==> src/rtl/dino_pkg.sv <==
// Shared encodings for the dino player controller: FSM states, tick strobe indices and defaults.
package dino_pkg;

    typedef enum logic [2:0] {
        ST_RESTART   = 3'b000,
        ST_JUMPING   = 3'b001,
        ST_RUN1      = 3'b010,
        ST_RUN2      = 3'b011,
        ST_DUCKING   = 3'b100,
        ST_GAME_OVER = 3'b101
    } state_t;

    localparam int TICK_FRAME   = 0;
    localparam int TICK_PHYS    = 1;
    localparam int DEF_LIVES    = 3;
    localparam int DEF_JUMP_VEL = 7;

    // States in which the player can be hit
    function automatic logic is_playing(input state_t s);
        return (s == ST_JUMPING) || (s == ST_RUN1) || (s == ST_RUN2) || (s == ST_DUCKING);
    endfunction

endpackage

==> src/rtl/player_jump_physics.sv <==
// Jump physics: owns height, signed velocity and the UP-hold budget; reports the landing tick.
module player_jump_physics
    import dino_pkg::*;
#(
    parameter int POS_W      = 6,
    parameter int JUMP_VEL   = DEF_JUMP_VEL,
    parameter int HOLD_TICKS = 4
) (
    input  logic             clk,
    input  logic             rst,
    input  logic             launch,
    input  logic             active,
    input  logic             freeze,
    input  logic             tick,
    input  logic             up,
    input  logic             down,
    output logic [POS_W-1:0] position,
    output logic             jump_done
);

    localparam int VW   = POS_W + 1;
    localparam int SW   = POS_W + 2;
    localparam int HW   = $clog2(HOLD_TICKS + 1);
    localparam int PMAX = (1 << POS_W) - 1;

    localparam logic signed [SW-1:0] POS_ZERO_S = '0;
    localparam logic signed [SW-1:0] POS_MAX_S  = SW'(PMAX);
    localparam logic signed [VW-1:0] VEL_ZERO_S = '0;
    localparam logic signed [VW:0]   VEL_MIN_S  = (VW+1)'(-PMAX);

    logic [POS_W-1:0]     pos_r;
    logic signed [VW-1:0] vel_r;
    logic [HW-1:0]        hold_r;
    logic signed [SW-1:0] next_s;
    logic signed [VW:0]   vel_next_s;
    logic signed [VW:0]   vel_floor_s;
    logic [1:0]           grav_s;

    // Candidate height, gravity selection and floored velocity for this physics tick
    always_comb begin
        next_s = $signed({2'b00, pos_r}) + $signed({vel_r[VW-1], vel_r});
        if (down) begin
            grav_s = 2'd2;
        end else if (up && (vel_r > VEL_ZERO_S) && (hold_r < HW'(HOLD_TICKS))) begin
            grav_s = 2'd0;
        end else begin
            grav_s = 2'd1;
        end
        vel_next_s = $signed({vel_r[VW-1], vel_r}) - $signed({{(VW-1){1'b0}}, grav_s});
        if (vel_next_s < VEL_MIN_S) begin
            vel_floor_s = VEL_MIN_S;
        end else begin
            vel_floor_s = vel_next_s;
        end
        jump_done = active && tick && (next_s <= POS_ZERO_S);
    end

    // Physics state: launch wins over a same-cycle tick; clear whenever not jumping or frozen
    always_ff @(posedge clk) begin
        if (rst) begin
            pos_r  <= '0;
            vel_r  <= '0;
            hold_r <= '0;
        end else if (launch) begin
            vel_r  <= VW'(JUMP_VEL);
            hold_r <= '0;
        end else if (active) begin
            // Releasing UP spends the rest of the hold budget so it cannot re-arm
            if (!up) begin
                hold_r <= HW'(HOLD_TICKS);
            end
            if (tick) begin
                if (next_s <= POS_ZERO_S) begin
                    pos_r <= '0;
                    vel_r <= '0;
                end else begin
                    if (next_s >= POS_MAX_S) begin
                        pos_r <= POS_W'(PMAX);
                    end else begin
                        pos_r <= next_s[POS_W-1:0];
                    end
                    vel_r <= vel_floor_s[VW-1:0];
                    if (grav_s == 2'd0) begin
                        hold_r <= hold_r + HW'(1);
                    end
                end
            end
        end else if (!freeze) begin
            pos_r  <= '0;
            vel_r  <= '0;
            hold_r <= '0;
        end
    end

    assign position = pos_r;

endmodule

==> src/rtl/player_controller_lives.sv <==
// Dino player controller: game FSM, lives and invulnerability counters, event pulse decode;
// jump physics lives in player_jump_physics.
module player_controller_lives
    import dino_pkg::*;
#(
    parameter int POS_W        = 6,
    parameter int JUMP_VEL     = DEF_JUMP_VEL,
    parameter int HOLD_TICKS   = 4,
    parameter int LIVES        = DEF_LIVES,
    parameter int INVULN_TICKS = 32
) (
    input  logic                       clk,
    input  logic                       rst,
    input  logic [1:0]                 game_tick,
    input  logic                       button_start,
    input  logic                       button_up,
    input  logic                       button_down,
    input  logic                       crash,
    output logic [POS_W-1:0]           player_position,
    output logic [$clog2(LIVES+1)-1:0] lives_left,
    output logic                       invulnerable,
    output logic [2:0]                 game_state,
    output logic                       game_start_pulse,
    output logic                       game_over_pulse,
    output logic                       jump_pulse,
    output logic                       hit_pulse
);

    localparam int LW = $clog2(LIVES + 1);
    localparam int IW = $clog2(INVULN_TICKS + 1);

    state_t        state_r;
    logic [LW-1:0] lives_r;
    logic [IW-1:0] inv_r;
    logic          tick0_s;
    logic          tick1_s;
    logic          acc_s;
    logic          fatal_s;
    logic          start_ok_s;
    logic          launch_s;
    logic          active_s;
    logic          freeze_s;
    logic          jump_done_s;

    // Crash acceptance, start acceptance and physics control decode
    always_comb begin
        tick0_s    = game_tick[TICK_FRAME];
        tick1_s    = game_tick[TICK_PHYS];
        acc_s      = crash && (inv_r == '0) && is_playing(state_r);
        fatal_s    = acc_s && (lives_r == LW'(1));
        start_ok_s = tick0_s && button_start &&
                     ((state_r == ST_RESTART) || (state_r == ST_GAME_OVER));
        launch_s   = !fatal_s && tick0_s &&
                     (((state_r == ST_RESTART) && button_start) ||
                      (((state_r == ST_RUN1) || (state_r == ST_RUN2)) && !button_down && button_up));
        active_s   = (state_r == ST_JUMPING) && !fatal_s;
        freeze_s   = (state_r == ST_GAME_OVER) && !start_ok_s;
    end

    player_jump_physics #(
        .POS_W      (POS_W),
        .JUMP_VEL   (JUMP_VEL),
        .HOLD_TICKS (HOLD_TICKS)
    ) u_physics (
        .clk       (clk),
        .rst       (rst),
        .launch    (launch_s),
        .active    (active_s),
        .freeze    (freeze_s),
        .tick      (tick1_s),
        .up        (button_up),
        .down      (button_down),
        .position  (player_position),
        .jump_done (jump_done_s)
    );

    // Game FSM; a fatal hit overrides every other transition
    always_ff @(posedge clk) begin
        if (rst) begin
            state_r <= ST_RESTART;
        end else if (fatal_s) begin
            state_r <= ST_GAME_OVER;
        end else begin
            case (state_r)
                ST_RESTART:   if (start_ok_s) state_r <= ST_JUMPING;
                ST_RUN1, ST_RUN2: begin
                    if (tick0_s) begin
                        if (button_down)    state_r <= ST_DUCKING;
                        else if (button_up) state_r <= ST_JUMPING;
                        else                state_r <= (state_r == ST_RUN1) ? ST_RUN2 : ST_RUN1;
                    end
                end
                ST_DUCKING:   if (tick0_s && !button_down) state_r <= ST_RUN1;
                ST_JUMPING:   if (jump_done_s) state_r <= ST_RUN1;
                ST_GAME_OVER: if (start_ok_s) state_r <= ST_RUN1;
                default:      state_r <= ST_RESTART;
            endcase
        end
    end

    // Lives and invulnerability window; a hit reloads the window ahead of the frame-tick decrement
    always_ff @(posedge clk) begin
        if (rst) begin
            lives_r <= LW'(LIVES);
            inv_r   <= '0;
        end else if (start_ok_s) begin
            lives_r <= LW'(LIVES);
            inv_r   <= '0;
        end else if (fatal_s) begin
            lives_r <= '0;
        end else if (acc_s) begin
            lives_r <= lives_r - LW'(1);
            inv_r   <= IW'(INVULN_TICKS);
        end else if (tick0_s && (inv_r != '0)) begin
            inv_r   <= inv_r - IW'(1);
        end
    end

    assign lives_left       = lives_r;
    assign invulnerable     = (inv_r != '0);
    assign game_state       = state_r;
    assign game_start_pulse = start_ok_s;
    assign game_over_pulse  = fatal_s;
    assign jump_pulse       = launch_s;
    assign hit_pulse        = acc_s;

endmodule

==> config.mk <==
export PLATFORM = sky130hd
export DESIGN_NAME = player_controller_lives
export DESIGN_NICKNAME = d
export VERILOG_FILES = /design/src/rtl/dino_pkg.sv /design/src/rtl/player_jump_physics.sv /design/src/rtl/player_controller_lives.sv
export SDC_FILE = /design/constraint.sdc
export NUM_CORES = 1
export LEC_CHECK = 0
export CORE_AREA = 3 3 66 98
export CTS_BUF_LIST = sky130_fd_sc_hd__clkbuf_16
export CTS_CLUSTER_DIAMETER = 100
export DETAILED_ROUTE_END_ITERATION = 8
export DIE_AREA = 0 0 69 101
export PLACE_DENSITY = 0.66
export SYNTH_ARGS = -nofsm -noshare
export SYNTH_HDL_FRONTEND = slang
export SYNTH_SLANG_ARGS = --single-unit
==> constraint.sdc <==
create_clock -name clk -period 2.6 [get_ports clk]
set_input_delay 0.39 -clock clk [delete_from_list [all_inputs] [get_ports clk]]
set_output_delay 0.39 -clock clk [all_outputs]
set_load 0.005 [all_outputs]
==> results.py, run 1 <==
metrics = {
    "outcome": {
        "status": "finished with violations",
        "failed_checks": "negative setup slack",
    },
    "cells_and_area": {
        "nFillCells": 556,
        "nets": 346,
        "multi_input_area_um2": 1546,
        "drive_above_1_share": 0.3457,
        "n_antenna_cell": 0,
        "area_delta_synth_final_pct": 53.33,
        "final_cell_area_um2": 2997,
        "seqCellArea_um2": 551.8,
        "fin_cells": 396,
        "final_common_cell": "buf_4",
        "most-common-layout-cells": "54 x buf_4, 27 x nand2_1, 22 x clkdlybuf4s50_1",
        "final_util": 0.5180,
    },
    "placement": {
        "portBuffers": 23,
        "hpwl_mm": 4.453,
        "globalplace.congestion": 0.8358,
        "dp_cells": 369,
        "dp_slack_ns": -0.6320,
        "dpl-instance-area_um2": 2542,
    },
    "clocking": {
        "ctsHoldBuffers": 0,
        "clk_root_buffer_cell": "clkbuf_16",
        "insertion_delay_ns": 0.27,
        "cts_made_buffers": 3,
        "tritoncts": "done",
        "cts_buffer_depth": 2,
        "htree_levels": 1,
        "cts.sinks": 27,
        "clkTransAtPathRegs_ns": 0.07,
    },
    "setup_path": {
        "path_depth": 12,
        "cp-start-kind": "flip-flop",
        "cp_max_fo": 4,
        "regToRegSetupSlack_ns": -0.18,
        "worstPathCellList": "nor4_4 > buf_4 > a311oi_2 > nor2_1 > ha_2 > fa_2 > nand3_2 > nor4_4 > a32oi_4 > and2_4 > a32oi_1 > a21oi_1",
        "path_buf_inv": 1,
        "r2r_end": "u_physics.vel_r[1]",
        "ff2ff_path_depth": 12,
        "worstPathArrival_ns": 2.94,
        "cp-endpoint": "u_physics.vel_r[1]",
        "cp_slowest_cell": "fa_2",
        "critPathKind": "reg2reg",
        "slowest_delay_ns": 0.56,
        "required_ns": 2.76,
        "cp-end-kind": "flip-flop",
        "critPathMostFrequentCell": "nor4_4",
        "r2r-start": "u_physics.vel_r[4]",
        "critical_path.top_delay_family": "adder cells",
        "cp-startpoint": "u_physics.vel_r[4]",
    },
    "synthesis": {
        "yosys_register_bits": 27,
        "synthTopCellsByArea": "dfxtp_1 28%, ha_1 7.0%, nand2_1 5.2%",
        "ys_dominant_reg_cell": "dfxtp_1",
        "seq_area_frac_synth": 0.2766,
        "avgSynthCellArea_um2": 7.912,
        "synthArstFlopShare": 0,
        "synthDistinctLibCells": 60,
        "yosys_warnings": 0,
        "synth_top_area_share": 0.2766,
        "syn_nets": 268,
        "synth_top_area_cell": "dfxtp_1",
        "synth-edff-count": 0,
        "syn_area_um2": 1954,
        "syn_inst": 247,
    },
    "global_route": {
        "antenna_found_initial": 0,
        "grt-ovfl-total": 0,
        "grt_pass1_vias": 2160,
        "grt_pass1_wl_mm": 10.18,
        "grt_max_degree": 16,
        "grt.total_usage": 0.1799,
    },
    "run": {
        "cap_viol_max_count": 0,
    },
    "timing": {
        "setup_viol": 10,
        "fin_crit_ns": 2.780,
        "timing.setup.tns_ns": -0.9983,
        "slew_viol_final": 0,
        "rsz0062_at_grt": "yes",
        "fmax_mhz": 359.7,
        "worst_pin_slew_ns": 0.3579,
        "hold_viol_final": 0,
        "hold_slack_ns": 0.4965,
        "finalWorstSetupSlack_ns": -0.1800,
        "slew_headroom": 0.7552,
        "fin_skew_ns": 0.002734,
        "fin_crit_sh": 1.069,
    },
    "detailed_routing": {
        "viasPerCell": 5.528,
        "wirelength_mm": 6.412,
        "post-route-drc-count": 0,
        "ant_nets": 0,
        "via_count": 2189,
        "dr.pass1.iters": 4,
        "drtIter0Drc": 109,
        "wl_per_cell_um": 16.19,
    },
    "min_path": {
        "worstHoldPathType": "reg2reg",
    },
    "pwr": {
        "peakVddDrop_mv": 0.5372,
        "leakage_nw": 1.253,
        "power_density_nw_per_um2": 566.7,
        "finalPower_mw": 1.698,
    },
    "floorplanning": {
        "die_area_um2": 6969,
        "fp.dieW_um": 69,
        "start_util": 0.3378,
        "die_h_um": 101,
        "rows": 34,
        "pin_count": 24,
        "core_um2": 5786,
    },
}
[how the worst min path moves through the flow]
stage	startpoint	endpoint	slack (ns)	cells after the start
floorplan	u_physics.hold_r[2]	u_physics.hold_r[2]	0.44	2
global placement	u_physics.hold_r[2]	u_physics.hold_r[2]	0.45	2
detailed placement	u_physics.hold_r[2]	u_physics.hold_r[2]	0.47	2
CTS	u_physics.hold_r[2]	u_physics.hold_r[2]	0.48	2
global route	u_physics.hold_r[2]	u_physics.hold_r[2]	0.52	2
finish	u_physics.hold_r[2]	u_physics.hold_r[2]	0.50	2
[worst min-delay path, stage by stage, from the launching register on]
cell	delay, ns
dfxtp_1	0.32
nand2_1	0.07
a211oi_2	0.07
[registers in the layout (all words and copies together) (netlist names)]
signal / count
lives_left: 2
u_physics.hold_r: 3
u_physics.position: 6
inv_r: 6
u_physics.vel_r: 7
game_state: 3
[cell type report]
type	instances	area share
inverters	13	0.01628
multi-input cells	199	0.5161
flip-flops and latches	27	0.1841
clock inverters	1	0.001670
clock buffers	3	0.02505
repair buffers	81	0.2267
well taps	72	0.03006
[synthesized netlist by cell type (6+ instances only)]
library cell and n:
a21oi_1 13, dfxtp_1 27, nand3_1 9, clkbuf_1 6, o211ai_1 7, ha_1 11
nor2_1 22, o21ai_0 8, nor3_1 10, nand2_1 27, inv_1 13
[report_power, final]
| group | leakage (nW) | total [mW] | switching [mW] | internal [mW] |
|---|---|---|---|---|
| Combinational | 0.990 | 0.825 | 0.415 | 0.409 |
| Sequential | 0.223 | 0.503 | 0.0405 | 0.462 |
| Clock | 0.0409 | 0.371 | 0.162 | 0.209 |
[what timing repair did]
| item | in CTS | in global routing |
|---|---|---|
| buffers inserted | 19 | 5 |
| gates cloned | 0 | 0 |
| setup endpoints to repair | 18 | 18 |
| pin swaps | 16 | 15 |
| resized for setup | 26 | 17 |
[cell families (layout without fill, tap and decap cells)]
logic type,count (synthesis),in the layout,share of synthesized area
AND/OR/NAND/NOR,110,110,0.2964
AO/OA/AOI/OAI,65,65,0.2433
flip-flops,27,27,0.2766
buffers and inverters,21,98,0.04097
adder cells (fa/ha/maj),13,13,0.09091
XOR/XNOR,8,8,0.03585
multiplexers,3,3,0.01601
[per-layer routing]
metal	up-vias	track usage	routed length [um]
met3	19	0.02695	249
met5	-	0	0
li1	1060	-	-
met4	0	0.09624	213
met1	1041	0.1884	2475
met2	69	0.3412	3473
Power figures use the tool's default switching activity.
==> run 2, diff against run 1 <==
- GPL_TIMING_DRIVEN: default -> 1
==> results of run 2 <==
No change in the layout: final DEF, timing and power equal those of run 1.
